[src/rtl/uart_led_sensor_pkg.sv]
// Shared constants, state types and helpers for the UART LED/sensor endpoint.
package uart_led_sensor_pkg;

    localparam logic [7:0] ASCII_LF = 8'h0A;
    localparam logic [7:0] ASCII_CR = 8'h0D;
    localparam logic [7:0] ASCII_O  = 8'h4F;
    localparam logic [7:0] ASCII_N  = 8'h4E;
    localparam logic [7:0] ASCII_F  = 8'h46;
    localparam logic [7:0] ASCII_S  = 8'h53;

    localparam int RESP_LEN = 4;

    typedef enum logic [1:0] {RX_IDLE, RX_START, RX_DATA, RX_STOP} rx_state_t;
    typedef enum logic [2:0] {TX_IDLE, TX_LOAD, TX_START, TX_DATA, TX_STOP} tx_state_t;

    function automatic int calc_clks_per_bit(input int clk_freq, input int baud_rate);
        return clk_freq / baud_rate;
    endfunction

    function automatic logic [7:0] hex_ascii(input logic [3:0] nibble);
        return (nibble < 4'd10) ? (8'h30 + {4'h0, nibble}) : (8'h37 + {4'h0, nibble});
    endfunction

endpackage

[src/rtl/uart_led_sensor_rx.sv]
// UART 8N1 receiver: 2-FF synchronizer, mid-bit sampling FSM and stop-bit framing check.
module uart_led_sensor_rx
    import uart_led_sensor_pkg::*;
#(
    parameter int CLKS_PER_BIT = 434
) (
    input  logic       i_Clock,
    input  logic       i_Rst,
    input  logic       i_rx,
    output logic       o_valid,
    output logic [7:0] o_byte
);

    localparam int CNT_W = $clog2(CLKS_PER_BIT + 1);
    localparam logic [CNT_W-1:0] HALF_LAST = CNT_W'(CLKS_PER_BIT / 2 - 1);
    localparam logic [CNT_W-1:0] FULL_LAST = CNT_W'(CLKS_PER_BIT - 1);

    rx_state_t        state, next_state;
    logic             rx_meta, rx_sync, rx_prev;
    logic [CNT_W-1:0] cnt;
    logic [2:0]       bit_idx;
    logic [7:0]       shift;
    logic             sample;

    // rx_prev lags rx_sync by one cycle so a falling edge can be seen on clean data.
    always_ff @(posedge i_Clock or negedge i_Rst) begin
        if (!i_Rst) begin
            rx_meta <= 1'b1;
            rx_sync <= 1'b1;
            rx_prev <= 1'b1;
        end else begin
            rx_meta <= i_rx;
            rx_sync <= rx_meta;
            rx_prev <= rx_sync;
        end
    end

    always_ff @(posedge i_Clock or negedge i_Rst) begin
        if (!i_Rst) state <= RX_IDLE;
        else        state <= next_state;
    end

    assign sample = (state == RX_START) ? (cnt == HALF_LAST)
                                        : ((state != RX_IDLE) && (cnt == FULL_LAST));

    always_comb begin
        next_state = state;
        case (state)
            RX_IDLE:  if (rx_prev && !rx_sync) next_state = RX_START;
            RX_START: if (sample) next_state = rx_sync ? RX_IDLE : RX_DATA;
            RX_DATA:  if (sample && bit_idx == 3'd7) next_state = RX_STOP;
            RX_STOP:  if (sample) next_state = RX_IDLE;
            default:  next_state = RX_IDLE;
        endcase
    end

    always_comb begin
        o_valid = (state == RX_STOP) && sample && rx_sync;
        o_byte  = shift;
    end

    always_ff @(posedge i_Clock or negedge i_Rst) begin
        if (!i_Rst) begin
            cnt     <= '0;
            bit_idx <= '0;
            shift   <= '0;
        end else begin
            if (state == RX_IDLE || sample) cnt <= '0;
            else                            cnt <= cnt + 1'b1;
            if (state == RX_START) begin
                bit_idx <= '0;
            end else if (state == RX_DATA && sample) begin
                bit_idx <= bit_idx + 1'b1;
                shift   <= {rx_sync, shift[7:1]};
            end
        end
    end

endmodule

[src/rtl/uart_led_sensor.sv]
// UART command endpoint: ONd/OFd lines drive the LED bank, STATUS replies "S<hex><hex>\n"
// with a free-running synthetic sensor count.
module uart_led_sensor
    import uart_led_sensor_pkg::*;
#(
    parameter int CLK_FREQ    = 50_000_000,
    parameter int BAUD_RATE   = 115200,
    parameter int SENSOR_DIV  = 50_000,
    parameter int MAX_CMD_LEN = 8
) (
    input  logic       i_Clock,
    input  logic       i_Rst,
    input  logic       FPGA_RXD,
    output logic       FPGA_TXD,
    output logic [7:0] o_LEDs
);

    localparam int CLKS_PER_BIT = calc_clks_per_bit(CLK_FREQ, BAUD_RATE);
    localparam int CNT_W  = $clog2(CLKS_PER_BIT + 1);
    localparam int LEN_W  = $clog2(MAX_CMD_LEN + 1);
    localparam int IDX_W  = $clog2(MAX_CMD_LEN);
    localparam int DIV_W  = $clog2(SENSOR_DIV);
    localparam int BYTE_W = $clog2(RESP_LEN);
    localparam logic [CNT_W-1:0]  FULL_LAST = CNT_W'(CLKS_PER_BIT - 1);
    localparam logic [BYTE_W-1:0] LAST_BYTE = BYTE_W'(RESP_LEN - 1);

    logic                         rx_valid;
    logic [7:0]                   rx_byte;
    logic [MAX_CMD_LEN-1:0][7:0]  cmd_buf, status_pat;
    logic [LEN_W-1:0]             cmd_len;
    logic                         overflow, line_done;
    logic                         digit_ok, is_on, is_off, is_status;
    logic [2:0]                   led_idx;
    logic [DIV_W-1:0]             sensor_div;
    logic [7:0]                   sensor, sensor_latched;
    logic                         resp_req;
    tx_state_t                    tx_state, tx_next;
    logic [CNT_W-1:0]             tx_cnt;
    logic                         tx_bit_done;
    logic [2:0]                   tx_bit;
    logic [BYTE_W-1:0]            tx_byte_idx;
    logic [7:0]                   tx_shift;

    function automatic logic [7:0] resp_byte(input logic [BYTE_W-1:0] idx, input logic [7:0] value);
        case (idx)
            BYTE_W'(0): return ASCII_S;
            BYTE_W'(1): return hex_ascii(value[7:4]);
            BYTE_W'(2): return hex_ascii(value[3:0]);
            default:    return ASCII_LF;
        endcase
    endfunction

    uart_led_sensor_rx #(.CLKS_PER_BIT(CLKS_PER_BIT)) u_rx (
        .i_Clock (i_Clock),
        .i_Rst   (i_Rst),
        .i_rx    (FPGA_RXD),
        .o_valid (rx_valid),
        .o_byte  (rx_byte)
    );

    // Unused buffer slots are kept at zero so a whole-buffer compare matches exact length.
    always_ff @(posedge i_Clock or negedge i_Rst) begin
        if (!i_Rst) begin
            cmd_buf   <= '0;
            cmd_len   <= '0;
            overflow  <= 1'b0;
            line_done <= 1'b0;
        end else begin
            line_done <= rx_valid && (rx_byte == ASCII_LF);
            if (line_done) begin
                cmd_buf  <= '0;
                cmd_len  <= '0;
                overflow <= 1'b0;
            end else if (rx_valid && rx_byte != ASCII_CR && rx_byte != ASCII_LF) begin
                if (cmd_len < LEN_W'(MAX_CMD_LEN)) begin
                    cmd_buf[cmd_len[IDX_W-1:0]] <= rx_byte;
                    cmd_len <= cmd_len + 1'b1;
                end else begin
                    overflow <= 1'b1;
                end
            end
        end
    end

    always_comb begin
        status_pat    = '0;
        status_pat[0] = "S";
        status_pat[1] = "T";
        status_pat[2] = "A";
        status_pat[3] = "T";
        status_pat[4] = "U";
        status_pat[5] = "S";
        digit_ok  = (cmd_buf[2] >= 8'h31) && (cmd_buf[2] <= 8'h38);
        led_idx   = cmd_buf[2][2:0] - 3'd1;
        is_on     = line_done && !overflow && (cmd_len == LEN_W'(3)) &&
                    (cmd_buf[0] == ASCII_O) && (cmd_buf[1] == ASCII_N) && digit_ok;
        is_off    = line_done && !overflow && (cmd_len == LEN_W'(3)) &&
                    (cmd_buf[0] == ASCII_O) && (cmd_buf[1] == ASCII_F) && digit_ok;
        is_status = line_done && !overflow && (cmd_len == LEN_W'(6)) && (cmd_buf == status_pat);
    end

    always_ff @(posedge i_Clock or negedge i_Rst) begin
        if (!i_Rst)      o_LEDs <= 8'h00;
        else if (is_on)  o_LEDs[led_idx] <= 1'b1;
        else if (is_off) o_LEDs[led_idx] <= 1'b0;
    end

    always_ff @(posedge i_Clock or negedge i_Rst) begin
        if (!i_Rst) begin
            sensor_div <= '0;
            sensor     <= 8'h00;
        end else if (sensor_div == DIV_W'(SENSOR_DIV - 1)) begin
            sensor_div <= '0;
            sensor     <= sensor + 1'b1;
        end else begin
            sensor_div <= sensor_div + 1'b1;
        end
    end

    // A STATUS arriving while a reply is queued or in flight is dropped.
    always_ff @(posedge i_Clock or negedge i_Rst) begin
        if (!i_Rst) begin
            resp_req       <= 1'b0;
            sensor_latched <= 8'h00;
        end else if (is_status && tx_state == TX_IDLE && !resp_req) begin
            resp_req       <= 1'b1;
            sensor_latched <= sensor;
        end else if (tx_state == TX_LOAD) begin
            resp_req <= 1'b0;
        end
    end

    always_ff @(posedge i_Clock or negedge i_Rst) begin
        if (!i_Rst) tx_state <= TX_IDLE;
        else        tx_state <= tx_next;
    end

    assign tx_bit_done = (tx_cnt == FULL_LAST);

    always_comb begin
        tx_next = tx_state;
        case (tx_state)
            TX_IDLE:  if (resp_req) tx_next = TX_LOAD;
            TX_LOAD:  tx_next = TX_START;
            TX_START: if (tx_bit_done) tx_next = TX_DATA;
            TX_DATA:  if (tx_bit_done && tx_bit == 3'd7) tx_next = TX_STOP;
            TX_STOP:  if (tx_bit_done) tx_next = (tx_byte_idx == LAST_BYTE) ? TX_IDLE : TX_START;
            default:  tx_next = TX_IDLE;
        endcase
    end

    always_comb begin
        case (tx_state)
            TX_START: FPGA_TXD = 1'b0;
            TX_DATA:  FPGA_TXD = tx_shift[0];
            default:  FPGA_TXD = 1'b1;
        endcase
    end

    // The next reply byte is loaded at the end of STOP so bytes go out back to back.
    always_ff @(posedge i_Clock or negedge i_Rst) begin
        if (!i_Rst) begin
            tx_cnt      <= '0;
            tx_bit      <= '0;
            tx_byte_idx <= '0;
            tx_shift    <= 8'hFF;
        end else begin
            if (tx_state == TX_IDLE || tx_state == TX_LOAD || tx_bit_done) tx_cnt <= '0;
            else                                                          tx_cnt <= tx_cnt + 1'b1;
            case (tx_state)
                TX_LOAD: begin
                    tx_byte_idx <= '0;
                    tx_bit      <= '0;
                    tx_shift    <= resp_byte('0, sensor_latched);
                end
                TX_DATA: if (tx_bit_done) begin
                    tx_bit   <= tx_bit + 1'b1;
                    tx_shift <= {1'b1, tx_shift[7:1]};
                end
                TX_STOP: if (tx_bit_done && tx_byte_idx != LAST_BYTE) begin
                    tx_byte_idx <= tx_byte_idx + 1'b1;
                    tx_shift    <= resp_byte(tx_byte_idx + BYTE_W'(1), sensor_latched);
                end
                default: ;
            endcase
        end
    end

endmodule

[config.mk]
export PLATFORM = sky130hd
export DESIGN_NAME = uart_led_sensor
export DESIGN_NICKNAME = d
export VERILOG_FILES = /design/src/rtl/uart_led_sensor_pkg.sv /design/src/rtl/uart_led_sensor_rx.sv /design/src/rtl/uart_led_sensor.sv
export SDC_FILE = /design/constraint.sdc
export NUM_CORES = 1
export LEC_CHECK = 0
export CORE_MARGIN = 1.5
export CORE_UTILIZATION = 45
export CTS_BUF_LIST = sky130_fd_sc_hd__clkbuf_8
export CTS_CLUSTER_DIAMETER = 120
export CTS_CLUSTER_SIZE = 24
export DETAILED_ROUTE_END_ITERATION = 12
export HOLD_SLACK_MARGIN = 0.12
export PLACE_DENSITY = 0.65
export REMOVE_ABC_BUFFERS = 1
export SLEW_MARGIN = 20
export SYNTH_ARGS = -nofsm -noshare
export SYNTH_HDL_FRONTEND = slang
export SYNTH_HIERARCHICAL = 1
export SYNTH_SLANG_ARGS = --single-unit
export TNS_END_PERCENT = 5
[constraint.sdc]
create_clock -name i_Clock -period 6.2 [get_ports i_Clock]
set_input_delay 0.62 -clock i_Clock [delete_from_list [all_inputs] [get_ports i_Clock]]
set_output_delay 0.62 -clock i_Clock [all_outputs]
set_load 0.01 [all_outputs]
==> impl_metrics.tcl <==
set metrics [dict create \
    cts_max_path_buffers 2 \
    first_global_vias 5493 \
    worstPathMaxFanout 14 \
    skew_ns 0.01830 \
    cellPowerDensity_nw_per_um2 227.9 \
    clk_pin_slew_ns 0.09 \
    postLayoutCellArea_um2 8602 \
    vias_per_cell 5.692 \
    ioPinCount 12 \
    period_minus_slack_ns 3.076 \
    setup_violations 0 \
    fin_crit_sh 0.4961 \
    wirelength_mm 15.79 \
    cts_tree "done" \
    r2r-end "cmd_buf[52]" \
    detail_route.wl_per_cell_um 16.64 \
    synth_edf_count 0 \
    crit_path_end "cmd_buf[52]" \
    post_cts_buffers 0 \
    htree_levels 4 \
    synthTopCellsByArea "dfrtp_1, mux2i_1, nor2_1, dfstp_2, ha_1" \
    synth-seq-cells 161 \
    hold_buffers 0 \
    preCtsSetupSlack_ns 3.178 \
    fin_nets 735 \
    dieArea_um2 18440 \
    ant_nets 0 \
    ys_types 72 \
    crit_type "reg -> reg" \
    status "completed" \
    grt_max_degree 118 \
    reg2reg_slack_ns 3.12 \
    hpwl_mm 10.46 \
    hold_path.class "in -> async" \
    slew_headroom 0.3881 \
    gp_congestion 0.8209 \
    clkPwrFrac 0.401 \
    ys_seq_area_frac 0.5093 \
    die_y_um 135.8 \
    p_switching_uw 492.0 \
    area_delta_synth_final_pct 8.370 \
    start_util 0.4605 \
    dpl_cell_area_um2 8190 \
    ys_async_sr_fraction 1.000 \
    antenna_cells 0 \
    num_vias 5402 \
    syn_inst 713 \
    worstSetupEndpointType "flop" \
    worst_setup_path_start_kind "flop" \
    pwr-share-seq 0.558 \
    drc_errors 0 \
    tns_ns 0 \
    fmax_mhz 325.1 \
    maxCapViolCount 0 \
    slew_viol_final 0 \
    vdd_ir_drop_max_v 0.0001465 \
    insertion_delay_ns 0.45 \
    synthFlopType "dfrtp_1" \
    combPwrFrac 0.042 \
    finalHoldViolCount 0 \
    critPathArrivalTime_ns 3.38 \
    netSwitchingFraction 0.2509 \
    netlist_area_um2 7938 \
    leakage_uw 0.004311 \
    grt_overflow 0 \
    syn_avg_cell_area_um2 11.13 \
    startpoint "u_rx/cnt[1]" \
    cts_resized 0 \
    internal-power_uw 1469 \
    drive_gt1_frac 0.1326 \
    coreArea_um2 17240 \
    port_buffers 11 \
    synth_top_cell_area_share 0.4729 \
    cts_sinks 161 \
    grt_pass1_wl_mm 27.06 \
    reg2reg_from "u_rx/cnt[1]" \
    cp.required_ns 6.50 \
    rsz0062_at_grt "false" \
    drtIter0Drc 364 \
    hold-worst-slack_ns 0.3151 \
    synth_area_leader_cell "dfrtp_1" \
    worstMarginPinSlew_ns 0.9179 \
    synthTopCellsByCount "dfrtp_1, nor2_1, mux2i_1, nand2_1, nand3_1" \
    root_buffer "clkbuf_8" \
    nFillCells 1532 \
    cts_buffers 17 \
    drt_first_pass_iters 4 \
    grtUsageTotal 0.1866 \
    reg2regPathDepth 9 \
    yosysMostFrequentCell "dfrtp_1" \
    die_w_um 135.8 \
    yosysWarnings 6 \
    num_rows 48 \
    post-route-worst-setup-slack_ns 3.124 \
    antenna_found_initial 0 \
]
[cell type report]
type	instances	area, µm²	area share
repair buffers	14	136.4	0.01585
clock inverters	15	175.2	0.02036
flip-flops and latches	161	4044	0.4701
clock buffers	17	234.0	0.02720
well taps	225	281.5	0.03273
inverters	21	78.83	0.009164
multi-input cells	496	3652	0.4246
[flip-flops by register name, summed over array words and instances, names as in the netlist, named ones only]
| signal | cells |
|---|---|
| sensor | 8 |
| u_rx/rx_meta | 1 |
| tx_shift | 8 |
| line_done | 1 |
| u_rx/rx_prev | 1 |
| u_rx/cnt | 9 |
| u_rx/state | 1 |
| tx_cnt | 9 |
| u_rx/rx_sync | 1 |
| tx_state | 3 |
| cmd_buf | 64 |
| overflow | 1 |
| u_rx/o_byte | 8 |
| sensor_div | 16 |
| tx_byte_idx | 2 |
| u_rx/bit_idx | 3 |
| resp_req | 1 |
| cmd_len | 4 |
| tx_bit | 3 |
| sensor_latched | 8 |
[stage by stage]
step | power, µW | utilization | cells
after floorplan | 1158 | - | 678
after global placement | 1193 | 0.4752 | 917
after detailed placement | 1197 | 0.4752 | 917
after CTS | 1987 | 0.4989 | 949
after global routing | 2050 | 0.4991 | 949
final | 1961 | 0.4991 | 949
[how the worst min path moves through the flow]
| stage | end | depth (start not counted) | slack [ns] |
|---|---|---|---|
| after floorplan | asynchronous set/reset pin | 0 | 0.32 |
| after global placement | u_rx/rx_sync | 0 | 0.35 |
| after detailed placement | u_rx/rx_sync | 0 | 0.35 |
| after CTS | u_rx/rx_sync | 0 | 0.36 |
| after global routing | sensor_div[12] | 1 | 0.37 |
| final | sensor_div[11] | 1 | 0.32 |
[per-layer routing]
layer  up-vias  global-route usage  share of wire  routed length, µm
met5         -                   0              0                  0
met2        91              0.2964           0.48               7643
met3        17             0.04437          0.047                749
met4         0             0.06989          0.014                216
met1      2738              0.2485           0.45               7179
li1       2556                   -              -                  -
[kinds of logic (layout without fill, tap and decap cells)]
family / after synthesis / after routing / share of synthesized area
mux: 91 / 91 / 0.1226
simple gates: 271 / 271 / 0.1948
buf+inv: 56 / 67 / 0.03058
fa+ha+maj: 21 / 21 / 0.03310
xor+xnor: 36 / 36 / 0.03972
flops: 161 / 161 / 0.5093
compound gates: 77 / 77 / 0.06983
[power groups by stage]
stage / logic, µW / registers [µW] / clock network [µW]
2_1_floorplan: 50.6 / 1110 / 0
3_3_place_gp: 80.0 / 1110 / 0
3_5_place_dp: 83.4 / 1110 / 0
4_1_cts: 84.1 / 1090 / 811
5_1_grt: 97.3 / 1100 / 856
6_report: 81.4 / 1090 / 786
[layout by cell type (no fill, tap or decap), types with 6 or more instances in the layout]
cell             Yosys  final
a21oi_1             14     14
a221oi_1             6      6
and3_1               7      7
clkbuf_8             0     18
clkdlybuf4s50_1      0     10
dfrtp_1            150    149
dfstp_2             11     11
ha_1                21     21
inv_1               20     20
mux2_2              18     18
mux2_4               8      8
mux2i_1             65     65
nand2_1             27     27
nand3_1             25     25
nand4_1             20     20
nor2_1              97     97
nor2b_1              6      6
nor3_1              19     19
nor4_1               6      6
nor4bb_1             6      6
o211ai_1             6      6
o21ai_0             11     11
xnor2_1             16     16
xor2_1              20     20
[critical path: stages (launching register included)]
cell      delay (ns)
dfrtp_1         0.41
inv_1           0.08
ha_1            0.15
nand4b_1        0.24
nor3_1          0.25
buf_4           0.23
and3_1          0.55
nand4_1         0.62
mux2i_1         0.34
nor2_1          0.06
Note: power is estimated with default switching activity, not from simulation.
